`config.mk`:
```
export PLATFORM = sky130hd
export DESIGN_NAME = rv_multicycle_ctrl
export DESIGN_NICKNAME = d
export VERILOG_FILES = /design/src/rtl/rv_ctrl_pkg.sv /design/src/rtl/rv_multicycle_ctrl_alu_decoder.sv /design/src/rtl/rv_multicycle_ctrl.sv
export SDC_FILE = /design/constraint.sdc
export NUM_CORES = 1
export LEC_CHECK = 0
export ABC_AREA = 1
export CORE_MARGIN = 2
export CORE_UTILIZATION = 39
export CTS_CLUSTER_DIAMETER = 40
export DETAILED_ROUTE_END_ITERATION = 6
export GPL_ROUTABILITY_DRIVEN = 0
export HOLD_SLACK_MARGIN = 0.15
export PLACE_DENSITY = 0.83
export SYNTH_ARGS = -nofsm -noshare
export SYNTH_HDL_FRONTEND = slang
export SYNTH_SLANG_ARGS = --single-unit
```
`constraint.sdc`:
```
create_clock -name clk -period 2 [get_ports clk]
set_input_delay 0.4 -clock clk [delete_from_list [all_inputs] [get_ports clk]]
set_output_delay 0.4 -clock clk [all_outputs]
set_load 0.01 [all_outputs]
```
`src/rtl/rv_ctrl_pkg.sv`:
```
// Shared types and encodings for the multicycle RV32I control path.
package rv_ctrl_pkg;

  typedef enum logic [3:0] {
    S_FETCH    = 4'd0,
    S_DECODE   = 4'd1,
    S_MEMADR   = 4'd2,
    S_MEMREAD  = 4'd3,
    S_MEMWB    = 4'd4,
    S_MEMWRITE = 4'd5,
    S_EXECR    = 4'd6,
    S_EXECI    = 4'd7,
    S_ALUWB    = 4'd8,
    S_JAL      = 4'd9,
    S_BRANCH   = 4'd10,
    S_HALT     = 4'd11
  } state_e;

  localparam logic [3:0] ALU_ADD = 4'b0000;
  localparam logic [3:0] ALU_SUB = 4'b0001;
  localparam logic [3:0] ALU_AND = 4'b0010;
  localparam logic [3:0] ALU_OR  = 4'b0011;
  localparam logic [3:0] ALU_SLT = 4'b0100;

  localparam logic [6:0] OP_LOAD   = 7'b0000011;
  localparam logic [6:0] OP_STORE  = 7'b0100011;
  localparam logic [6:0] OP_RTYPE  = 7'b0110011;
  localparam logic [6:0] OP_ITYPE  = 7'b0010011;
  localparam logic [6:0] OP_BRANCH = 7'b1100011;
  localparam logic [6:0] OP_JAL    = 7'b1101111;

  localparam logic [1:0] RES_ALUOUT = 2'b00;
  localparam logic [1:0] RES_DATA   = 2'b01;
  localparam logic [1:0] RES_ALU    = 2'b10;

  localparam logic [1:0] SRCA_PC    = 2'b00;
  localparam logic [1:0] SRCA_OLDPC = 2'b01;
  localparam logic [1:0] SRCA_RS1   = 2'b10;

  localparam logic [1:0] SRCB_RS2   = 2'b00;
  localparam logic [1:0] SRCB_IMM   = 2'b01;
  localparam logic [1:0] SRCB_FOUR  = 2'b10;

  localparam logic [2:0] IMM_I = 3'b000;
  localparam logic [2:0] IMM_S = 3'b001;
  localparam logic [2:0] IMM_B = 3'b010;
  localparam logic [2:0] IMM_J = 3'b011;

  localparam logic [2:0] F3_BEQ  = 3'b000;
  localparam logic [2:0] F3_BNE  = 3'b001;
  localparam logic [2:0] F3_BLT  = 3'b100;
  localparam logic [2:0] F3_BGE  = 3'b101;
  localparam logic [2:0] F3_BLTU = 3'b110;
  localparam logic [2:0] F3_BGEU = 3'b111;

endpackage

```
`src/rtl/rv_multicycle_ctrl_alu_decoder.sv`:
```
// ALU operation decode for R-type and I-type arithmetic; valid_o flags
// funct3 values this core does not implement.
module rv_alu_decoder
  import rv_ctrl_pkg::*;
(
  input  logic [2:0] funct3_i,
  input  logic       funct7b5_i,
  input  logic       is_rtype_i,
  output logic [3:0] alu_control_o,
  output logic       valid_o
);

  // funct3 to ALU operation; SUB only exists for R-type.
  always_comb begin
    alu_control_o = ALU_ADD;
    valid_o       = 1'b0;
    case (funct3_i)
      3'b000: begin
        valid_o = 1'b1;
        if (is_rtype_i && funct7b5_i) begin
          alu_control_o = ALU_SUB;
        end else begin
          alu_control_o = ALU_ADD;
        end
      end
      3'b010: begin
        valid_o       = 1'b1;
        alu_control_o = ALU_SLT;
      end
      3'b110: begin
        valid_o       = 1'b1;
        alu_control_o = ALU_OR;
      end
      3'b111: begin
        valid_o       = 1'b1;
        alu_control_o = ALU_AND;
      end
      default: begin
        valid_o       = 1'b0;
        alu_control_o = ALU_ADD;
      end
    endcase
  end

endmodule

```
`src/rtl/rv_multicycle_ctrl.sv`:
```
// Main control FSM of the multicycle RV32I core.
// Define RV_CTRL_FULL_BRANCH_EN for BLT/BGE/BLTU/BGEU; otherwise only BEQ/BNE.
module rv_multicycle_ctrl
  import rv_ctrl_pkg::*;
#(
  parameter bit RESET_STATE_HALT = 1'b0
) (
  input  logic       clk,
  input  logic       rst_n,
  input  logic [6:0] opcode,
  input  logic [2:0] funct3,
  input  logic       funct7b5,
  input  logic       zero,
  input  logic       neg,
  input  logic       carry,
  input  logic       overflow,
  output logic       pc_write,
  output logic       adr_src,
  output logic       mem_write,
  output logic       ir_write,
  output logic       reg_write,
  output logic [1:0] result_src,
  output logic [1:0] alu_src_a,
  output logic [1:0] alu_src_b,
  output logic [2:0] imm_src,
  output logic [3:0] alu_control,
  output logic       illegal
);

  localparam state_e RESET_STATE = RESET_STATE_HALT ? S_HALT : S_FETCH;

  state_e     state_q;
  state_e     state_d;

  logic [3:0] dec_alu_s;
  logic       dec_valid_s;
  logic       is_rtype_s;
  logic       full_br_s;
  logic       lt_s;
  logic       ltu_s;
  logic       br_legal_s;
  logic       br_taken_s;

  logic       pc_write_s;
  logic       adr_src_s;
  logic       mem_write_s;
  logic       ir_write_s;
  logic       reg_write_s;
  logic [1:0] result_src_s;
  logic [1:0] alu_src_a_s;
  logic [1:0] alu_src_b_s;
  logic [2:0] imm_src_s;
  logic [3:0] alu_control_s;
  logic       illegal_s;

  assign is_rtype_s = (state_q == S_EXECR);

  rv_alu_decoder u_alu_dec (
    .funct3_i      (funct3),
    .funct7b5_i    (funct7b5),
    .is_rtype_i    (is_rtype_s),
    .alu_control_o (dec_alu_s),
    .valid_o       (dec_valid_s)
  );

`ifdef RV_CTRL_FULL_BRANCH_EN
  assign full_br_s = 1'b1;
  assign lt_s      = neg ^ overflow;
  assign ltu_s     = carry;
`else
  logic [2:0] unused_flags_s;
  assign unused_flags_s = {neg, carry, overflow};
  assign full_br_s      = 1'b0;
  assign lt_s           = 1'b0;
  assign ltu_s          = 1'b0;
`endif

  // Branch condition from the flags of the rs1 - rs2 subtract.
  always_comb begin
    br_legal_s = 1'b0;
    br_taken_s = 1'b0;
    case (funct3)
      F3_BEQ: begin
        br_legal_s = 1'b1;
        br_taken_s = zero;
      end
      F3_BNE: begin
        br_legal_s = 1'b1;
        br_taken_s = ~zero;
      end
      F3_BLT: begin
        br_legal_s = full_br_s;
        br_taken_s = lt_s;
      end
      F3_BGE: begin
        br_legal_s = full_br_s;
        br_taken_s = full_br_s & ~lt_s;
      end
      F3_BLTU: begin
        br_legal_s = full_br_s;
        br_taken_s = ltu_s;
      end
      F3_BGEU: begin
        br_legal_s = full_br_s;
        br_taken_s = full_br_s & ~ltu_s;
      end
      default: begin
        br_legal_s = 1'b0;
        br_taken_s = 1'b0;
      end
    endcase
  end

  // State register.
  always_ff @(posedge clk or negedge rst_n) begin
    if (!rst_n) begin
      state_q <= RESET_STATE;
    end else begin
      state_q <= state_d;
    end
  end

  // Next-state and Moore output decode; only BRANCH adds a flag-dependent pc_write.
  always_comb begin
    state_d       = state_q;
    pc_write_s    = 1'b0;
    adr_src_s     = 1'b0;
    mem_write_s   = 1'b0;
    ir_write_s    = 1'b0;
    reg_write_s   = 1'b0;
    result_src_s  = RES_ALUOUT;
    alu_src_a_s   = SRCA_PC;
    alu_src_b_s   = SRCB_RS2;
    imm_src_s     = IMM_I;
    alu_control_s = ALU_ADD;
    illegal_s     = 1'b0;
    case (state_q)
      S_FETCH: begin
        ir_write_s   = 1'b1;
        pc_write_s   = 1'b1;
        alu_src_a_s  = SRCA_PC;
        alu_src_b_s  = SRCB_FOUR;
        result_src_s = RES_ALU;
        state_d      = S_DECODE;
      end
      S_DECODE: begin
        alu_src_a_s = SRCA_OLDPC;
        alu_src_b_s = SRCB_IMM;
        imm_src_s   = IMM_B;
        case (opcode)
          OP_LOAD, OP_STORE: state_d = S_MEMADR;
          OP_RTYPE:          state_d = S_EXECR;
          OP_ITYPE:          state_d = S_EXECI;
          OP_BRANCH:         state_d = S_BRANCH;
          OP_JAL:            state_d = S_JAL;
          default:           state_d = S_HALT;
        endcase
      end
      S_MEMADR: begin
        alu_src_a_s = SRCA_RS1;
        alu_src_b_s = SRCB_IMM;
        if (opcode == OP_STORE) begin
          imm_src_s = IMM_S;
          state_d   = S_MEMWRITE;
        end else begin
          imm_src_s = IMM_I;
          state_d   = S_MEMREAD;
        end
      end
      S_MEMREAD: begin
        adr_src_s = 1'b1;
        state_d   = S_MEMWB;
      end
      S_MEMWB: begin
        result_src_s = RES_DATA;
        reg_write_s  = 1'b1;
        state_d      = S_FETCH;
      end
      S_MEMWRITE: begin
        adr_src_s   = 1'b1;
        mem_write_s = 1'b1;
        state_d     = S_FETCH;
      end
      S_EXECR, S_EXECI: begin
        alu_src_a_s   = SRCA_RS1;
        alu_src_b_s   = is_rtype_s ? SRCB_RS2 : SRCB_IMM;
        alu_control_s = dec_alu_s;
        if (dec_valid_s) begin
          state_d = S_ALUWB;
        end else begin
          state_d = S_HALT;
        end
      end
      S_ALUWB: begin
        result_src_s = RES_ALUOUT;
        reg_write_s  = 1'b1;
        state_d      = S_FETCH;
      end
      S_JAL: begin
        alu_src_a_s  = SRCA_OLDPC;
        alu_src_b_s  = SRCB_FOUR;
        result_src_s = RES_ALUOUT;
        pc_write_s   = 1'b1;
        state_d      = S_ALUWB;
      end
      S_BRANCH: begin
        alu_src_a_s   = SRCA_RS1;
        alu_src_b_s   = SRCB_RS2;
        alu_control_s = ALU_SUB;
        result_src_s  = RES_ALUOUT;
        pc_write_s    = br_legal_s & br_taken_s;
        if (br_legal_s) begin
          state_d = S_FETCH;
        end else begin
          state_d = S_HALT;
        end
      end
      S_HALT: begin
        illegal_s = 1'b1;
        state_d   = S_HALT;
      end
      default: begin
        illegal_s = 1'b1;
        state_d   = S_HALT;
      end
    endcase
  end

  // Outputs are forced quiet for as long as rst_n is held low.
  assign pc_write    = rst_n & pc_write_s;
  assign adr_src     = rst_n & adr_src_s;
  assign mem_write   = rst_n & mem_write_s;
  assign ir_write    = rst_n & ir_write_s;
  assign reg_write   = rst_n & reg_write_s;
  assign result_src  = rst_n ? result_src_s  : 2'b00;
  assign alu_src_a   = rst_n ? alu_src_a_s   : 2'b00;
  assign alu_src_b   = rst_n ? alu_src_b_s   : 2'b00;
  assign imm_src     = rst_n ? imm_src_s     : 3'b000;
  assign alu_control = rst_n ? alu_control_s : 4'b0000;
  assign illegal     = rst_n & illegal_s;

endmodule

```
==> summary.md, run 1 <==
| Metric | Value |
|---|---|
| Cts hold-fix bufs | `0` |
| Synth Instances | `113` |
| TritonCTS clock tree | `done` |
| First-pass GRT wire length | `3525 um` |
| Pre-antenna DRT Iters | `4` |
| Crit path kind | `input port to output port` |
| Initial antenna violation count | `0` |
| Critical R2R Capture | `state_q[0]` |
| Outcome | `finished clean` |
| HP Class | `input port to flop` |
| Slowest-stage cell, CP | `clkdlybuf4s50_1` |
| Gr ovfl total | `0` |
| # port buffers | `30` |
| Slowest stage delay, CP | `0.43 ns` |
| Routed len/inst | `12.43 um` |
| Syn Area/Cell | `5.392 sq um` |
| Share of layout cells above drive strength 1 | `36.69%` |
| Skew final | `0.001696 ns` |
| Die ar. | `0.001894 sq mm` |
| CTS clock-pin slew for the worst setup and hold paths | `0.04 ns` |
| Sequential area share after synthesis | `16.43%` |
| Root Buffer | `clkbuf_4` |
| Cell variety after synth | `21` |
| R2r worst-path depth | `9` |
| Startpoint Class | `input port` |
| Vias in the first global route | `916` |
| Most frequent cells in the layout | `31 x nand2_1, 23 x buf_4, 20 x nor2_1` |
| Die span in y | `43.53 um` |
| Clock Latency Late Sink | `0.24 ns` |
| Final hold vios | `0` |
| R2R setup slack | `0.64 ns` |
| Worst Hold Path EP | `state_q[2]` |
| Leakage Power | `0.6287 nW` |
| Area share of the largest cell type after synthesis | `19.10%` |
| Die X | `43.53 um` |
| Sink Count | `4` |
| Total power | `0.2675 mW` |
| Reg2reg start | `state_q[3]` |
| Worst-path maximum fanout | `4` |
| VDD IR max | `0.0002362 V` |
| Ordered cell list for the critical path | `clkdlybuf4s50_1 > inv_2 > nand2_1 > nor2_1 > nand2_1 > nand2_1 > nand2_1 > a21oi_2 > buf_2` |
| Nets | `188` |
| Avg Vias per Cell | `5.168` |
| Detailed Place HPWL | `1577 um` |
| Netlist Area Pre-Place | `609.3 sq um` |
| Biggest register | `state_q` |
| Hold path startpoint | `opcode[4]` |
| DR DRC count | `0` |
| Top cells by area, synth | `nand2_1 19%, dfrtp_1 16%, nor2_1 13%` |
| Area leader, netlist | `nand2_1` |
| Max reg flops | `4` |
| Minimum clock period | `1.941 ns` |
| Initial DRC Count | `31` |
| Final core occ | `75.04%` |
| Most used cell, CP | `nand2_1` |
| Total track usage | `24.46%` |
| YS warnings | `0` |
| CP Capture Type | `output port` |
| Worst hold slack | `0.4955 ns` |
| Most common cell after layout, fill and taps aside | `nand2_1` |
| Area delta synth->final | `83.37%` |
| Worst EP required | `1.60 ns` |
| # IOs | `36` |
| Peak Freq | `515.2 MHz` |
| FP Rows | `14` |
| Largest regs | `state_q (4)` |
| Max Cap Viol | `0` |
| Effective utilization at floorplan | `40.92%` |
| Worst Path Arrival | `1.54 ns` |
| Clock tree buffer depth | `2` |
| CTS Buf Count | `3` |
| Fillers | `116` |
| Final Max Slew Viols | `0` |
| Count of final setup violators | `0` |
| Total length of routed wires | `2299 um` |
| Antenna Nets Post-Route | `0` |
| Total power divided by cell area | `239.4 mW/mm^2` |
| Bufs and invs on worst path | `3` |
| Via count | `956` |
| Max H-tree Level | `1` |
| Cell depth of the worst hold path | `3` |
| Pin count of the biggest net entering global routing | `10` |
| N_diodes | `0` |
| Crit-path leading delay family | `buffers and inverters` |
| Crit share post-route | `97.04%` |
| Core area | `0.001489 sq mm` |
| Synth Register Bits | `4` |
cell usage after synthesis (all sizes together):
cell	number
clkinv	1
a21oi	5
nor3	6
o21ai	3
dfrtp	4
nor2	25
inv	17
o211ai	1
nand2	34
xor2	1
buf	2
nand4	3
nand3	10
conb	1
worst max-delay path by stage:
stage / slack [ns] / depth (start not counted) / endpoint / startpoint
global placement: -0.35 / 6 / imm_src[0] / opcode[1]
CTS: 0.0007 / 6 / imm_src[0] / opcode[0]
finish: 0.06 / 9 / alu_control[0] / funct3[2]
global route: -0.02 / 9 / alu_control[0] / funct3[2]
detailed placement: -0.36 / 6 / imm_src[0] / opcode[0]
floorplan: 0.53 / 7 / alu_control[0] / state_q[0]
worst min-delay path: stages:
cell	delay [ns]
dlymetal6s2s_1	0.12
nand4_1	0.10
nand3_1	0.08
area by class of cell:
| type | instances | area, sq um | share of cell area (%) |
|---|---|---|---|
| well taps | 16 | 20.02 | 1.792 |
| clock buffers | 3 | 22.52 | 2.016 |
| multi-input cells | 90 | 455.4 | 40.76 |
| flip-flops and latches | 4 | 102.6 | 9.183 |
| repair buffers | 54 | 447.9 | 40.09 |
| inverters | 18 | 68.82 | 6.159 |
metrics by stage:
stage	instances	worst slack, ns	instance area, sq um	setup TNS, ns
2_1_floorplan	114	0.5266	613.1	0
3_3_place_gp	175	-0.3481	1046	-3.774
3_5_place_dp	175	-0.3597	1046	-3.990
4_1_cts	180	0.0006778	1086	0
5_1_grt	185	-0.01848	1117	-0.02443
6_report	185	0.05915	1117	0
power by group:
group	internal [mW]	switching, mW
sequential	0.0813	0
clock	0.0675	0.0385
combinational	0.0454	0.0349
what timing repair did:
item,4_1_cts,5_1_grt
gates resized for setup,36,26
endpoints found under the setup margin,17,13
buffers inserted,2,5
pin swaps,1,3
cells by family (layout without fill, tap and decap cells):
| family | Yosys count | after routing | synth area share, % |
|---|---|---|---|
| and+or+nand+nor | 78 | 78 | 58.73 |
| buffers and inverters | 20 | 75 | 13.55 |
| AOI/OAI and AO/OA | 9 | 9 | 9.240 |
| DFF | 4 | 4 | 16.43 |
| other | 1 | 2 | 0.6154 |
| xor gates and xnor gates | 1 | 1 | 1.438 |
metal layers:
layer | up-vias | part of all wire [%] | global-route usage (%)
met5 | - | 0 | 0
met4 | 0 | 2.0 | 14.55
met2 | 59 | 52 | 47.16
li1 | 466 | - | -
met3 | 6 | 8.7 | 2.083
met1 | 425 | 37 | 25.13
Power figures use the tool's default switching activity.
==> run 2: changes to the inputs <==
--- a/config.mk
+++ b/config.mk
@@ -13,2 +13,3 @@
 export GPL_ROUTABILITY_DRIVEN = 0
+export GPL_TIMING_DRIVEN = 0
 export HOLD_SLACK_MARGIN = 0.15
--- a/constraint.sdc
+++ b/constraint.sdc
@@ -3,2 +3,2 @@
 set_output_delay 0.4 -clock clk [all_outputs]
-set_load 0.01 [all_outputs]
+set_load 0.05 [all_outputs]
==> summary.md, run 2 (synthesis gave the netlist of run 1 again) <==
| Metric | Value |
|---|---|
| Vias in the first global route | `778 (was 916)` |
| Bufs and invs on worst path | `3 (unchanged)` |
| Crit share post-route | `99.50% (was 97.04%)` |
| DP Cell Count | `160 (was 175)` |
| CP Capture Type | `output port (unchanged)` |
| Crit-path leading delay family | `buffers and inverters (unchanged)` |
| Total length of routed wires | `1975 um (was 2299 um)` |
| Max H-tree Level | `1 (unchanged)` |
| Pre-CTS WS | `-1.005 ns (was -0.3597 ns)` |
| Clock Latency Late Sink | `0.24 ns (about the same)` |
| FP Rows | `14 (unchanged)` |
| Max Cap Viol | `0 (unchanged)` |
| Startpoint Class | `input port (unchanged)` |
| Biggest register | `state_q (unchanged)` |
| Final core occ | `69.83% (was 75.04%)` |
| Share of layout cells above drive strength 1 | `37.58% (was 36.69%)` |
| Pre-antenna DRT Iters | `4 (unchanged)` |
| Nets | `176 (was 188)` |
| Total power divided by cell area | `251.2 mW/mm^2 (was 239.4 mW/mm^2)` |
| Via count | `872 (was 956)` |
| N_diodes | `0 (unchanged)` |
| Minimum clock period | `1.990 ns (was 1.941 ns)` |
| Skew final | `0.01192 ns (was 0.001696 ns)` |
| Most frequent cells in the layout | `30 x nand2_1, 20 x nor2_1, 14 x buf_4 (was 31 x nand2_1, 23 x buf_4, 20 x nor2_1)` |
| Effective utilization at floorplan | `40.92% (unchanged)` |
| # IOs | `36 (unchanged)` |
| Fin cells | `173 (was 185)` |
| Final hold vios | `0 (unchanged)` |
| Peak Freq | `502.5 MHz (was 515.2 MHz)` |
| Clock tree buffer depth | `2 (unchanged)` |
| HP Class | `input port to flop (unchanged)` |
| Worst hold slack | `0.6865 ns (was 0.4955 ns)` |
| Ordered cell list for the critical path | `clkdlybuf4s50_1 > inv_2 > nand2_1 > nor2_1 > nand2_1 > nand2_1 > nand2_1 > a21oi_2 > buf_6 (was clkdlybuf4s50_1 > inv_2 > nand2_1 > nor2_1 > nand2_1 > nand2_1 > nand2_1 > a21oi_2 > buf_2)` |
| Routed len/inst | `11.42 um (was 12.43 um)` |
| Largest regs | `state_q (4) (unchanged)` |
| Gr ovfl total | `0 (unchanged)` |
| Initial antenna violation count | `0 (unchanged)` |
| Slowest stage delay, CP | `0.46 ns (was 0.43 ns)` |
| Pin count of the biggest net entering global routing | `11 (was 10)` |
| Final worst slack | `0.01001 ns (was 0.05915 ns)` |
| First-pass GRT wire length | `3249 um (was 3525 um)` |
| RSZ-0062 raised after global routing | `true` |
| Die X | `43.53 um (unchanged)` |
| Max reg flops | `4 (unchanged)` |
| Setup tns final | `0 ns (unchanged)` |
| CTS clock-pin slew for the worst setup and hold paths | `0.03 ns (was 0.04 ns)` |
| Initial DRC Count | `13 (was 31)` |
| Most used cell, CP | `nand2_1 (unchanged)` |
| VDD IR max | `0.0002054 V (was 0.0002362 V)` |
| TritonCTS clock tree | `done (unchanged)` |
| Total track usage | `22.64% (was 24.46%)` |
| Root Buffer | `clkbuf_4 (unchanged)` |
| Crit path kind | `input port to output port (unchanged)` |
| Die span in y | `43.53 um (unchanged)` |
| Final Cell Area | `0.001040 sq mm (was 0.001117 sq mm)` |
| Worst setup startpoint | `funct3[2] (unchanged)` |
| CTS Buf Count | `3 (unchanged)` |
| Worst-path maximum fanout | `4 (unchanged)` |
| Most common cell after layout, fill and taps aside | `nand2_1 (unchanged)` |
| Hold path startpoint | `opcode[4] (unchanged)` |
| Reg2reg start | `state_q[1] (was state_q[3])` |
| Final Max Slew Viols | `0 (unchanged)` |
| Worst EP required | `1.60 ns (about the same)` |
| Worst Path Arrival | `1.59 ns (was 1.54 ns)` |
| DP Area | `947.2 sq um (was 0.001046 sq mm)` |
| Slowest-stage cell, CP | `clkdlybuf4s50_1 (unchanged)` |
| Core area | `0.001489 sq mm (unchanged)` |
| Detailed Place HPWL | `1303 um (was 1577 um)` |
| Area delta synth->final | `70.64% (was 83.37%)` |
| # port buffers | `30 (unchanged)` |
| Avg Vias per Cell | `5.040 (was 5.168)` |
| Die ar. | `0.001894 sq mm (unchanged)` |
| Count of final setup violators | `0 (unchanged)` |
| Leakage Power | `0.5480 nW (was 0.6287 nW)` |
| Total power | `0.2612 mW (was 0.2675 mW)` |
| DR DRC count | `0 (unchanged)` |
| Sink Count | `4 (unchanged)` |
| Outcome | `finished clean (unchanged)` |
| Antenna Nets Post-Route | `0 (unchanged)` |
-- run 2: cell count changes in the layout (fill, tap and decap cells not counted), sizes merged --
cell | previous run | this run
dlygate4sd2 | 4 | 3
clkdlybuf4s50 | 8 | 7
dlymetal6s2s | 5 | 2
clkdlybuf4s18 | 0 | 1
buf | 26 | 23
clkbuf | 10 | 4
dlygate4sd3 | 0 | 1
-- run 2: layout make-up --
class / instances / area, sq um
Buffer: 2 / 15.01
Clock buffer: 3 / 22.52
Fill cell: 130 / 449.2
Inverter: 18 / 71.32
Multi-Input combinational cell: 90 / 470.5
Sequential cell: 4 / 102.6
Tap cell: 16 / 20.02
Timing Repair Buffer: 40 / 337.8
-- run 2: power breakdown --
part | total [mW] | switching (mW) | internal, mW
Combinational | 0.0764 | 0.0427 | 0.0338
Sequential | 0.0813 | 0 | 0.0813
Clock | 0.103 | 0.0361 | 0.0674
-- run 2: worst min-delay path: cells and delay by family --
family        cells  cell delay, ns
simple gates      2            0.24
buf+inv           1            0.22
-- run 2: metal layers --
layer / vias to the layer above / track usage, % / part of all wire [%]
li1: 441 / - / -
met2: 57 / 37.61 / 48
met4: 0 / 12.73 / 3.3
met1: 362 / 26.85 / 37
met3: 12 / 5.000 / 11
met5: - / 0 / 0
-- run 2: path summary, 6_finish.rpt --
check / slack, ns / cells after the start / end
min in group asynchronous: 0.75 / 2 / state_q[0]
hold / removal: 0.69 / 3 / state_q[2]
setup / recovery: 0.01 / 9 / alu_control[0]
max in group asynchronous: 1.05 / 2 / state_q[1]
hold reg to reg: 0.72 / 3 / state_q[2]
setup reg to reg: 0.28 / 10 / state_q[2]
-- run 2: what timing repair did --
| action | CTS | global route |
|---|---|---|
| resized for setup | 94 | 15 |
| pin swaps | 3 | 4 |
| gates cloned | 0 | 0 |
| endpoints found under the setup margin | 17 | 15 |
| setup buffers | 8 | 1 |
| hold buffers | 1 | 0 |
| endpoints found under the hold margin | 4 | 0 |
